<file path="src/rtl/hazard_ctrl.sv">
// Pipeline sequencer: stall/flush enables, RAW forwarding, memory-wait FSM.
// Optional stall counter built when HAZARD_STALL_CNT_EN is defined.
module hazard_ctrl #(
  parameter int MEM_TIMEOUT = 64,
  parameter int CNT_WIDTH   = 32
) (
  input  logic                 clk,
  input  logic                 rst,
  input  logic [4:0]           Rs1D,
  input  logic [4:0]           Rs2D,
  input  logic [4:0]           Rs1E,
  input  logic [4:0]           Rs2E,
  input  logic [4:0]           RdE,
  input  logic [1:0]           ResultSrcE,
  input  logic                 PCSrcE,
  input  logic [4:0]           RdM,
  input  logic                 RegWriteM,
  input  logic                 MemReqM,
  input  logic                 mem_ready,
  input  logic [4:0]           RdW,
  input  logic                 RegWriteW,
  output logic                 StallF,
  output logic                 StallD,
  output logic                 FlushD,
  output logic                 FlushE,
  output logic                 StallEM,
  output logic                 FlushW,
  output logic [1:0]           ForwardAE,
  output logic [1:0]           ForwardBE,
  output logic                 mem_err,
  output logic [CNT_WIDTH-1:0] stall_cycles
);

  localparam int WW = (MEM_TIMEOUT > 1) ? $clog2(MEM_TIMEOUT) : 1;
  localparam logic [WW-1:0] TMO_LAST = WW'(MEM_TIMEOUT - 1);

  typedef enum logic {
    IDLE,
    MEM_WAIT
  } state_e;

  state_e          state_q;
  logic [WW-1:0]   wait_cnt_q;
  logic            mem_err_q;

  logic            timeout;
  logic            memstall;
  logic            lwstall;
  logic            branch;

  function automatic logic [1:0] fwd_sel(input logic [4:0] rs);
    if (RegWriteM && RdM != 5'd0 && RdM == rs)
      return 2'b10;
    else if (RegWriteW && RdW != 5'd0 && RdW == rs)
      return 2'b01;
    else
      return 2'b00;
  endfunction

  // Timeout cycle releases the pipe so the abandoned access drains.
  always_comb begin
    timeout  = (state_q == MEM_WAIT) &&
               (wait_cnt_q == TMO_LAST) && !mem_ready;
    memstall = 1'b0;
    unique case (state_q)
      IDLE:     memstall = MemReqM && !mem_ready;
      MEM_WAIT: memstall = !mem_ready && !timeout;
      default:  memstall = 1'b0;
    endcase
    lwstall = (ResultSrcE == 2'b01) && (RdE != 5'd0) &&
              ((RdE == Rs1D) || (RdE == Rs2D));
    branch  = PCSrcE;
  end

  always_comb begin
    StallF    = 1'b0;
    StallD    = 1'b0;
    FlushD    = 1'b0;
    FlushE    = 1'b0;
    StallEM   = 1'b0;
    FlushW    = 1'b0;
    ForwardAE = 2'b00;
    ForwardBE = 2'b00;
    if (rst) begin
      FlushD = 1'b1;
      FlushE = 1'b1;
      FlushW = 1'b1;
    end else begin
      ForwardAE = fwd_sel(Rs1E);
      ForwardBE = fwd_sel(Rs2E);
      if (memstall) begin
        StallF  = 1'b1;
        StallD  = 1'b1;
        StallEM = 1'b1;
        FlushW  = 1'b1;
      end else begin
        StallF = lwstall;
        StallD = lwstall && !branch;
        FlushD = branch;
        FlushE = lwstall || branch;
      end
    end
  end

  always_ff @(posedge clk) begin
    if (rst) begin
      state_q    <= IDLE;
      wait_cnt_q <= '0;
      mem_err_q  <= 1'b0;
    end else begin
      unique case (state_q)
        IDLE: begin
          wait_cnt_q <= '0;
          if (MemReqM && !mem_ready)
            state_q <= MEM_WAIT;
        end
        MEM_WAIT: begin
          if (mem_ready || timeout) begin
            state_q    <= IDLE;
            wait_cnt_q <= '0;
            if (timeout)
              mem_err_q <= 1'b1;
          end else begin
            wait_cnt_q <= wait_cnt_q + 1'b1;
          end
        end
        default: begin
          state_q    <= IDLE;
          wait_cnt_q <= '0;
        end
      endcase
    end
  end

  assign mem_err = mem_err_q;

`ifdef HAZARD_STALL_CNT_EN
  logic [CNT_WIDTH-1:0] stall_cnt_q;

  always_ff @(posedge clk) begin
    if (rst)
      stall_cnt_q <= '0;
    else if (StallF)
      stall_cnt_q <= stall_cnt_q + 1'b1;
  end

  assign stall_cycles = stall_cnt_q;
`else
  assign stall_cycles = '0;
`endif

endmodule

</file>
<file path="config.mk">
export PLATFORM = sky130hd
export DESIGN_NAME = hazard_ctrl
export DESIGN_NICKNAME = d
export VERILOG_FILES = /design/src/rtl/hazard_ctrl.sv
export SDC_FILE = /design/constraint.sdc
export NUM_CORES = 1
export LEC_CHECK = 0
export ABC_CLOCK_PERIOD_IN_PS = 3100
export CORE_MARGIN = 3
export CORE_UTILIZATION = 30
export DETAILED_ROUTE_END_ITERATION = 16
export GPL_ROUTABILITY_DRIVEN = 0
export PLACE_DENSITY = 0.73
export SYNTH_ARGS = -nofsm -noshare
export SYNTH_HDL_FRONTEND = slang
export SYNTH_SLANG_ARGS = --single-unit
</file>
<file path="constraint.sdc">
create_clock -name clk -period 3.1 [get_ports clk]
set_input_delay 0.31 -clock clk [delete_from_list [all_inputs] [get_ports clk]]
set_output_delay 0.31 -clock clk [all_outputs]
set_load 0.005 [all_outputs]
</file>
==> results.ini <==
[global_routing]
antenna_found_initial = 0
gr-usage-all-layers_pct = 11.6
grt.overflow.total = 0
grt_pass1_wl_mm = 3.84
grt_max_degree = 10
grt_pass1_vias = 921

[die]
dieWidth_um = 64.4
chipHeight_um = 64.4
start_util_pct = 32.5
row_count = 20
num_io_pins = 87
coreArea_sq_um = 3150
die_area_sq_um = 4150

[timing]
rsz0062_at_grt = no
fin_crit_ps = 2780
finalMaxSlewViolations = 0
finClkSkew_ps = 2.00
tns_ps = 0
period_share_pct = 89.6
hold_viol = 0
setup_viol = 0
fmax_ghz = 0.360

[clocking]
cts_tree = done
post_cts_buffers = 0
numClockSinks = 8
cts_htree_levels = 1
clock-root-buffer = clkbuf_4
ctsHoldBuffers = 0
cts-buffers-inserted = 3
ctsLongestPathBuffers = 2
post_cts_resized = 0
clk_pin_slew_worst_paths_ps = 50
clk_latency_ps = 250

[logic_synthesis]
synth_top_area_share_pct = 23.4
synthFlopType = dfxtp_1
synth_cell_types = 29
yosysWarningCount = 0
synth_cells = 131
yosys-top-cells-count = buf_4, xor2_1, xnor2_1, nor2_1, dfxtp_1
yosysSeqAreaShare_pct = 15.6
yosysMostFrequentCell = buf_4
synth_area_sq_um = 1020
syn_avg_cell_area_sq_um = 7.82
synthTopCellsByArea = buf_4, xor2_1, dfxtp_1
async_flop_share_pct = 0
synth_edf_count = 0
synth_seq_cells = 8
synth_area_leader_cell = buf_4

[layout]
fill_cells = 343
fin_area_sq_um = 1520
fin_nets = 233
drive_gt1_share_pct = 4.30
area.sequential_sq_um = 160
area_delta_synth_final_pct = 48.2
multi_input_area_sq_um = 714
diodes = 0
instances_no_fill = 230

[routing]
via_per_inst = 4.04
ant_nets = 0
wirelength_mm = 2.49
dr.pass1.iters = 2
wire_per_inst_um = 10.8
drtIter0Drc = 34
remaining_drc_errors = 0
dr_total_vias = 929

[status]
outcome = finished, final reports clean

[worst_setup_path]
end_kind = output pin
crit_type = input port to output pin
cp_slowest_cell = or4_1
slowest_delay_ps = 560
startpoint_type = input port
arrival_ps = 2470
cp_max_fo = 4
cp.required_ps = 2790
cp_cell_sequence = clkdlybuf4s50_1, or4_1, o21ai_2, nor3_2, nor4_2, clkdlybuf4s50_1
cpMostUsedCell = clkdlybuf4s50_1

[placed_design]
place_area_sq_um = 1500
placedCellCount = 227
dp_hpwl_mm = 2.24
io_buffers = 54

[pwr]
power.density_nw_per_um2 = 215
max-vdd-ir-drop_uv = 77.0
power.leakage_uw = 0.000612

[run]
maxCapViolCount = 0

[min_path]
worstHoldPathType = flop to flop

[placed cells by master, fill, tap and decap left out, types with 2 or more instances in the layout]
| cell | count |
|---|---|
| xor2_1 | 19 |
| clkdlybuf4s50_1 | 54 |
| nor2_1 | 11 |
| dfxtp_1 | 8 |
| inv_1 | 4 |
| xnor2_1 | 15 |
| nand3_1 | 4 |
| and3_1 | 2 |
| nand2_1 | 3 |
| conb_1 | 32 |
| nor2b_1 | 2 |
| clkbuf_4 | 3 |
| nor3_1 | 5 |
| or4_1 | 4 |
| o31ai_1 | 2 |
| nor4_1 | 2 |
| o21ai_1 | 3 |
[metal layers]
metal  wire length [um]  vias to the layer above  global-route usage, %
met4                 15                        0                   3.17
met3                218                        2                   3.12
met1                956                      398                   12.0
li1                   -                      482                      -
met2               1300                       47                   22.4
met5                  0                        -                      0
[metrics by stage]
stage / utilization (%) / hold slack, ps / total power [uW] / setup slack [ps]
final: 48.2 / 452 / 327 / 324
after detailed placement: 47.5 / 443 / 251 / 306
after CTS: 48.2 / 455 / 332 / 290
after global placement: 47.5 / 427 / 250 / 352
after floorplan: - / 418 / 194 / 1410
after global routing: 48.2 / 487 / 351 / 216
[area by class of cell]
cell class              count  area share (%)
clock buffers               3            1.48
inverters                   5            1.24
multi-input cells         115            47.0
flip-flops and latches      8            10.5
well taps                  44            3.62
repair buffers             55            36.1
[cell families (layout without fill, tap and decap cells)]
family / Yosys count / in the layout / synth area share (%)
fa+ha+maj: 1 / 1 / 1.22
flops: 8 / 8 / 15.6
simple gates: 36 / 36 / 19.2
other cells: 1 / 32 / 0.366
xor+xnor: 34 / 34 / 29.1
compound gates: 12 / 12 / 8.55
buf+inv: 39 / 63 / 26.0
[path summary, 6_finish.rpt]
| check | start | to | slack [ps] | cells after the start |
|---|---|---|---|---|
| max reg2reg | wait_cnt_q[0] | wait_cnt_q[4] | 1480 | 5 |
| min reg2reg | wait_cnt_q[0] | wait_cnt_q[0] | 450 | 1 |
| min | wait_cnt_q[0] | wait_cnt_q[0] | 450 | 1 |
| max | RdM[1] | ForwardBE[0] | 320 | 6 |
[flip-flops by register name, summed over array words and instances (netlist names)]
signal	count
mem_err	1
state_q	1
wait_cnt_q	6
[critical path, delay by kind of cell]
family | cells | cell delay (ps)
buffers and inverters | 2 | 1010
AOI/OAI and AO/OA | 1 | 230
and+or+nand+nor | 3 | 910
[where the power goes]
part / switching (uW) / leakage, uW / internal [uW]
sequential: 0.615 / 0.0000646 / 104
combinational: 59.3 / 0.000533 / 85.5
clock: 33.5 / 0.0000138 / 44.2
total: 93.5 / 0.000612 / 234
No activity file was read; power rests on OpenSTA's default activity.
